**config.mk**
```make
export PLATFORM = sky130hd
export DESIGN_NAME = mult_div_unit
export DESIGN_NICKNAME = d
export VERILOG_FILES = /design/src/rtl/mult_div_unit_pkg.sv /design/src/rtl/mult_div_unit.sv
export SDC_FILE = /design/constraint.sdc
export NUM_CORES = 1
export LEC_CHECK = 0
export CAP_MARGIN = 20
export CELL_PAD_IN_SITES_DETAIL_PLACEMENT = 1
export CELL_PAD_IN_SITES_GLOBAL_PLACEMENT = 1
export CORE_MARGIN = 3
export CORE_UTILIZATION = 30
export DETAILED_ROUTE_END_ITERATION = 10
export GPL_ROUTABILITY_DRIVEN = 0
export GPL_TIMING_DRIVEN = 0
export PLACE_DENSITY = 0.72
export SYNTH_ARGS = -nofsm -noshare
export SYNTH_HDL_FRONTEND = slang
export SYNTH_SLANG_ARGS = --single-unit
export TNS_END_PERCENT = 10
```
**constraint.sdc**
```tcl
create_clock -name clock -period 4.7 [get_ports clock]
set_clock_uncertainty 0.1 [all_clocks]
set_input_delay 1.175 -clock clock [delete_from_list [all_inputs] [get_ports clock]]
set_output_delay 1.175 -clock clock [all_outputs]
set_load 0.03 [all_outputs]
```
**src/rtl/mult_div_unit_pkg.sv**
```systemverilog
// Shared encodings for the iterative multiply/divide unit:
// operation codes as seen on the op port, and the FSM state encoding.
package mult_div_unit_pkg;

  typedef enum logic [1:0] {
    MD_MULT  = 2'b00,
    MD_MULTU = 2'b01,
    MD_DIV   = 2'b10,
    MD_DIVU  = 2'b11
  } md_op_e;

  typedef enum logic [1:0] {
    MD_IDLE   = 2'b00,
    MD_RUN    = 2'b01,
    MD_FINISH = 2'b10
  } md_state_e;

endpackage

```
**src/rtl/mult_div_unit.sv**
```systemverilog
// Iterative HI/LO multiply/divide unit: one bit per cycle, shift-add multiply and
// restoring divide on magnitudes, with sign fixup applied when the result is written.
module mult_div_unit
  import mult_div_unit_pkg::*;
#(
  parameter int N  = 32,
  parameter int CW = 6
) (
  input  logic         clock,
  input  logic         reset,
  input  logic         start,
  input  logic [1:0]   op,
  input  logic [N-1:0] inA,
  input  logic [N-1:0] inB,
  input  logic         wen_hi,
  input  logic         wen_lo,
  input  logic [N-1:0] wd,
  output logic         busy,
  output logic         done,
  output logic [N-1:0] hi,
  output logic [N-1:0] lo
);

  function automatic logic [N-1:0] abs_val(input logic [N-1:0] x);
    return x[N-1] ? -x : x;
  endfunction

  function automatic logic [N-1:0] neg_if(input logic neg, input logic [N-1:0] x);
    return neg ? -x : x;
  endfunction

  md_state_e      state, state_next;
  md_op_e         op_q;
  logic           neg_lo_q, neg_hi_q;
  logic [N-1:0]   opnd_q;
  logic [2*N-1:0] acc;
  logic [CW-1:0]  count;

  // Operand preparation at accept time. A signed divide by zero keeps the raw
  // dividend so the unsigned iteration naturally leaves hi = inA, lo = all ones.
  logic         is_mult_in, div_zero, use_abs;
  logic [N-1:0] a_val, b_val;

  assign is_mult_in = ~op[1];
  assign div_zero   = op[1] & (inB == '0);
  assign use_abs    = ~op[0] & ~div_zero;
  assign a_val      = use_abs ? abs_val(inA) : inA;
  assign b_val      = use_abs ? abs_val(inB) : inB;

  // Iteration datapath: acc holds {product_hi, multiplier} or {remainder, quotient}.
  logic           is_mult_q, last_iter, trial_ok;
  logic [N:0]     mul_sum, rem_sh;
  logic [2*N-1:0] mul_next, div_next, prod_fix;

  assign is_mult_q = (op_q == MD_MULT) || (op_q == MD_MULTU);
  assign last_iter = (count == CW'(N - 1));
  assign mul_sum   = {1'b0, acc[2*N-1:N]} + (acc[0] ? {1'b0, opnd_q} : '0);
  assign mul_next  = {mul_sum, acc[N-1:1]};
  assign rem_sh    = {acc[2*N-1:N], acc[N-1]};
  assign trial_ok  = (rem_sh >= {1'b0, opnd_q});
  assign div_next  = trial_ok ? {rem_sh[N-1:0] - opnd_q, acc[N-2:0], 1'b1}
                              : {rem_sh[N-1:0], acc[N-2:0], 1'b0};
  assign prod_fix  = neg_lo_q ? -acc : acc;

  // NOTE: sequential state uses non-blocking assignments so every register
  // samples pre-edge values, independent of block ordering.
  always_ff @(posedge clock) begin
    if (reset) state <= MD_IDLE;
    else       state <= state_next;
  end

  // NOTE: default assignment first keeps this combinational and latch-free.
  always_comb begin
    state_next = state;
    case (state)
      MD_IDLE:   if (start) state_next = MD_RUN;
      MD_RUN:    if (last_iter) state_next = MD_FINISH;
      MD_FINISH: state_next = MD_IDLE;
      default:   state_next = MD_IDLE;
    endcase
  end

  always_comb begin
    busy = 1'b0;
    if (state != MD_IDLE) busy = 1'b1;
  end

  always_ff @(posedge clock) begin
    if (reset) begin
      hi       <= '0;
      lo       <= '0;
      done     <= 1'b0;
      count    <= '0;
      acc      <= '0;
      opnd_q   <= '0;
      op_q     <= MD_MULT;
      neg_lo_q <= 1'b0;
      neg_hi_q <= 1'b0;
    end else begin
      done <= 1'b0;
      case (state)
        MD_IDLE: begin
          if (wen_hi) hi <= wd;
          if (wen_lo) lo <= wd;
          if (start) begin
            op_q     <= md_op_e'(op);
            neg_lo_q <= use_abs & (inA[N-1] ^ inB[N-1]);
            neg_hi_q <= use_abs & inA[N-1];
            opnd_q   <= is_mult_in ? a_val : b_val;
            acc      <= {{N{1'b0}}, (is_mult_in ? b_val : a_val)};
            count    <= '0;
          end
        end
        MD_RUN: begin
          acc   <= is_mult_q ? mul_next : div_next;
          count <= count + CW'(1);
        end
        MD_FINISH: begin
          if (is_mult_q) begin
            hi <= prod_fix[2*N-1:N];
            lo <= prod_fix[N-1:0];
          end else begin
            hi <= neg_if(neg_hi_q, acc[2*N-1:N]);
            lo <= neg_if(neg_lo_q, acc[N-1:0]);
          end
          done <= 1'b1;
        end
        default: ;
      endcase
    end
  end

endmodule
```
==> results by group <==
Drt
  • Max layer used: met4
  • Pre-antenna DRT Iters: 5
  • Final wirelength: 67.1 mm
  • DRT antenna net count: 0
  • Wire per inst: 24.6 µm
  • 1st-iter DRT viols: 1,307
  • DR WL met2: 30.1 mm
  • Metal-1 WL: 29.9 mm
  • Vias: 16,100
  • DRC: 0
  • WL met3: 4.43 mm
  • Drt via density: 5.90

Critical path
  • Slowest CP cell: or4_4
  • Delay-heaviest family, CP: simple AND/OR/NAND/NOR gates
  • Crit path buffers/inverters: 2
  • Crit path required time: 4.92 ns
  • Worst EP arrival: 4.99 ns
  • Critical-path cell list: clkdlybuf4s50_1, or4_4, or4_1, or4_4, o41a_1, buf_6, o21ai_0, xor2_1, nor2_1, o21ai_0, a21oi_1
  • CP peak stage delay: 0.63 ns
  • Critical path class: input port to flip-flop
  • Worst setup SP type: input port
  • CP max FO: 10
  • Endpoint type of the worst setup path: flip-flop

Clocking
  • Number of buffers created by CTS: 17
  • H-tree levels: 4
  • CTS tree: built
  • Total clock sinks: 172
  • Worst-path clk slew: 0.08 ns
  • Clk_lat worst skew: 0.46 ns
  • CTS root buffer: clkbuf_16
  • Clock buffer depth: 2

Place
  • I/O Buffers: 167
  • Placed inst area: 0.0167 mm²
  • Post-DP HPWL: 54.5 mm

Floorplan
  • Die Span X: 224 µm
  • Chip height: 224 µm
  • Core area: 0.0468 mm²
  • Total die area: 0.0502 mm²
  • Initial Util: 30.5%
  • # rows: 79
  • Num ports: 169

Synthesis
  • Largest family of logic cells by synthesized area: compound AO/OA/AOI/OAI gates
  • Fraction of synthesized cell area in xor and xnor cells: 10.4%
  • Synth Area in Adders: 6.33%
  • Avg Cell Area, Syn: 7.43 µm²
  • Post-Syn Area: 0.0143 mm²
  • Yosys reg bits: 172
  • Number of distinct library cells after synthesis: 75
  • Asr flop ratio synth: 0%
  • Mux cell area share after synthesis: 4.40%
  • Main flop type after synthesis: dfxtp_1
  • Ys Warns: 0
  • Post-synth EDFFs: 0
  • Compound-Gate Fraction of Synth Area: 29.6%
  • Synth Area in Simple Gates: 19.8%
  • Mapped Cells: 1,920
  • Sequential area share after synthesis: 24.1%
  • Syn Nets: 2,094

Cells and area
  • Synthesis-to-layout area growth: 21.7%
  • Antenna fix cells: 0
  • Fraction of layout cells with a size suffix above 1: 3.68%
  • Net count, final: 2,281
  • Fin util: 37.2%
  • Post-route cell area: 0.0174 mm²

GRT
  • Initial antenna violation count: 1
  • Gr usage total: 25.8%
  • Pin count of the biggest net entering global routing: 17
  • Number of global-route vias before repair: 16,100
  • Global route overflow: 0
  • First-pass GRT wire length: 99.7 mm

Status
  • Failing checks: negative setup slack
  • Status: complete, but fails checks

Timing
  • Fin crit period: 4.78 ns
  • Worst relative slew slack: 36.1%
  • Final Max Slew Viols: 0
  • TNS Setup: -0.0771 ns
  • Period utilisation layout: 102%
  • Max Freq: 209 MHz
  • Worst-Margin Slew: 0.959 ns
  • Setup violators final: 1
  • RSZ-0062 raised after global routing: true
  • Final hold violations: 0
  • Final worst slack: -0.0771 ns

Job
  • Max cap viols: 0

Power
  • Pwr Total: 4.86 mW
  • P per Cell Area: 280 mW/mm²
  • Leak: 6.45 nW
  • Worst VDD drop: 0.267 mV

Hold path
  • Min-delay worst type: flip-flop to flip-flop
==> metrics by stage <==
step           setup WS [ns]  hold WS [ns]  std cells
4_1_cts              -0.0121         0.364       2727
6_report             -0.0771         0.364       2727
5_1_grt               -0.122         0.382       2727
2_1_floorplan          0.607         0.332       1920
3_3_place_gp          -0.397         0.345       2694
3_5_place_dp          -0.511         0.353       2695
==> report_power, final <==
part	internal (mW)	switching, mW	leakage, nW	total, mW
combinational	0.596	1.03	4.74	1.63
sequential	1.56	0.103	1.41	1.66
clock	0.871	0.696	0.294	1.57
==> cells by family (layout without fill, tap and decap cells) <==
family                     count (synthesis)  in the layout
adders and majority gates                 71             71
buffers and inverters                    195            395
muxes                                     62             62
AOI/OAI and AO/OA                        642            642
xor gates and xnor gates                 170            170
and+or+nand+nor                          608            608
DFF                                      172            172
==> cells in the mapped netlist (9+ instances only) <==
| cell | n | share of area, % |
|---|---|---|
| a2111oi_0 | 14 | 0.86 |
| a211oi_1 | 58 | 3.1 |
| a21o_1 | 36 | 1.9 |
| a21oi_1 | 173 | 6.1 |
| a221oi_1 | 16 | 0.98 |
| a22oi_1 | 19 | 1.0 |
| a31oi_1 | 14 | 0.61 |
| and3_1 | 10 | 0.44 |
| clkbuf_1 | 116 | 3.1 |
| dfxtp_1 | 172 | 24 |
| ha_1 | 69 | 6.0 |
| inv_1 | 62 | 1.6 |
| mux2i_1 | 56 | 3.9 |
| nand2_1 | 157 | 4.1 |
| nand2b_1 | 19 | 0.83 |
| nand3_1 | 28 | 0.98 |
| nand4_1 | 9 | 0.39 |
| nor2_1 | 234 | 6.2 |
| nor2b_1 | 11 | 0.48 |
| nor3_1 | 46 | 1.6 |
| nor4_1 | 16 | 0.70 |
| o211ai_1 | 27 | 1.4 |
| o21a_1 | 12 | 0.63 |
| o21ai_0 | 135 | 4.7 |
| o221ai_1 | 13 | 0.80 |
| o22ai_1 | 11 | 0.48 |
| o31ai_1 | 29 | 1.5 |
| o41ai_1 | 13 | 0.80 |
| or2_2 | 10 | 0.44 |
| or3_1 | 23 | 1.0 |
| or4_1 | 12 | 0.63 |
| xnor2_1 | 85 | 5.2 |
| xor2_1 | 85 | 5.2 |
==> path summary, 6_finish.rpt <==
kind,from,to,slack (ns),cells past startpoint
worst max-delay path,inB[20],opnd_q[12],-0.08,11
worst min-delay path,opnd_q[22],opnd_q[22],0.36,2
worst max register to register,acc[37],acc[60],0.07,12
worst min register to register,opnd_q[22],opnd_q[22],0.36,2
==> area by class of cell <==
| class | count | area [µm²] |
|---|---|---|
| Fill cell | 5809 | 29400 |
| Multi-Input combinational cell | 1553 | 10100 |
| Buffer | 131 | 519 |
| Timing Repair Buffer | 168 | 1680 |
| Clock inverter | 12 | 164 |
| Sequential cell | 172 | 3440 |
| Inverter | 64 | 240 |
| Clock buffer | 20 | 457 |
| Tap cell | 607 | 759 |
==> placed cells by master, fill, tap and decap left out, types with 12 or more instances in the layout <==
master	synthesis	final
a21oi_1	173	172
nor2_1	234	234
inv_1	62	62
o211ai_1	27	27
mux2i_1	56	55
xnor2_1	85	84
o31ai_1	29	28
or3_1	23	23
a31oi_1	14	14
o221ai_1	13	13
o41ai_1	13	13
clkbuf_16	0	17
ha_1	69	69
nor4_1	16	15
clkdlybuf4s50_1	0	167
a2111oi_0	14	14
or4_1	12	12
nand2_1	157	157
a21o_1	36	36
a22oi_1	19	19
o21a_1	12	12
xor2_1	85	84
nor3_1	46	45
a211oi_1	58	58
dfxtp_1	172	172
clkbuf_1	116	117
o21ai_0	135	135
a221oi_1	16	16
nand3_1	28	28
nand2b_1	19	19
==> per-layer routing <==
layer / GRT usage [%] / vias to the layer above
met2: 41.6 / 648
met4: 10.2 / 0
met3: 3.85 / 117
met5: 0 / -
li1: - / 7404
met1: 34.7 / 7920
==> state kept, by name (all words and copies together) (netlist names) <==
register / cells
neg_hi_q: 1
neg_lo_q: 1
state: 2
hi: 32
lo: 32
done: 1
opnd_q: 32
op_q: 1
acc: 64
count: 6
==> tightest hold or removal path, stage by stage (launching register included) <==
cell,delay [ns]
dfxtp_1,0.32
nand2_1,0.05
a21oi_1,0.05
==> timing repair <==
item,4_1_cts,5_1_grt
endpoints found under the hold margin,0,0
setup endpoints to repair,5,23
setup buffers,0,0
gates resized for setup,1,7
hold buffers,0,0
No activity file was read; power rests on OpenSTA's default activity.
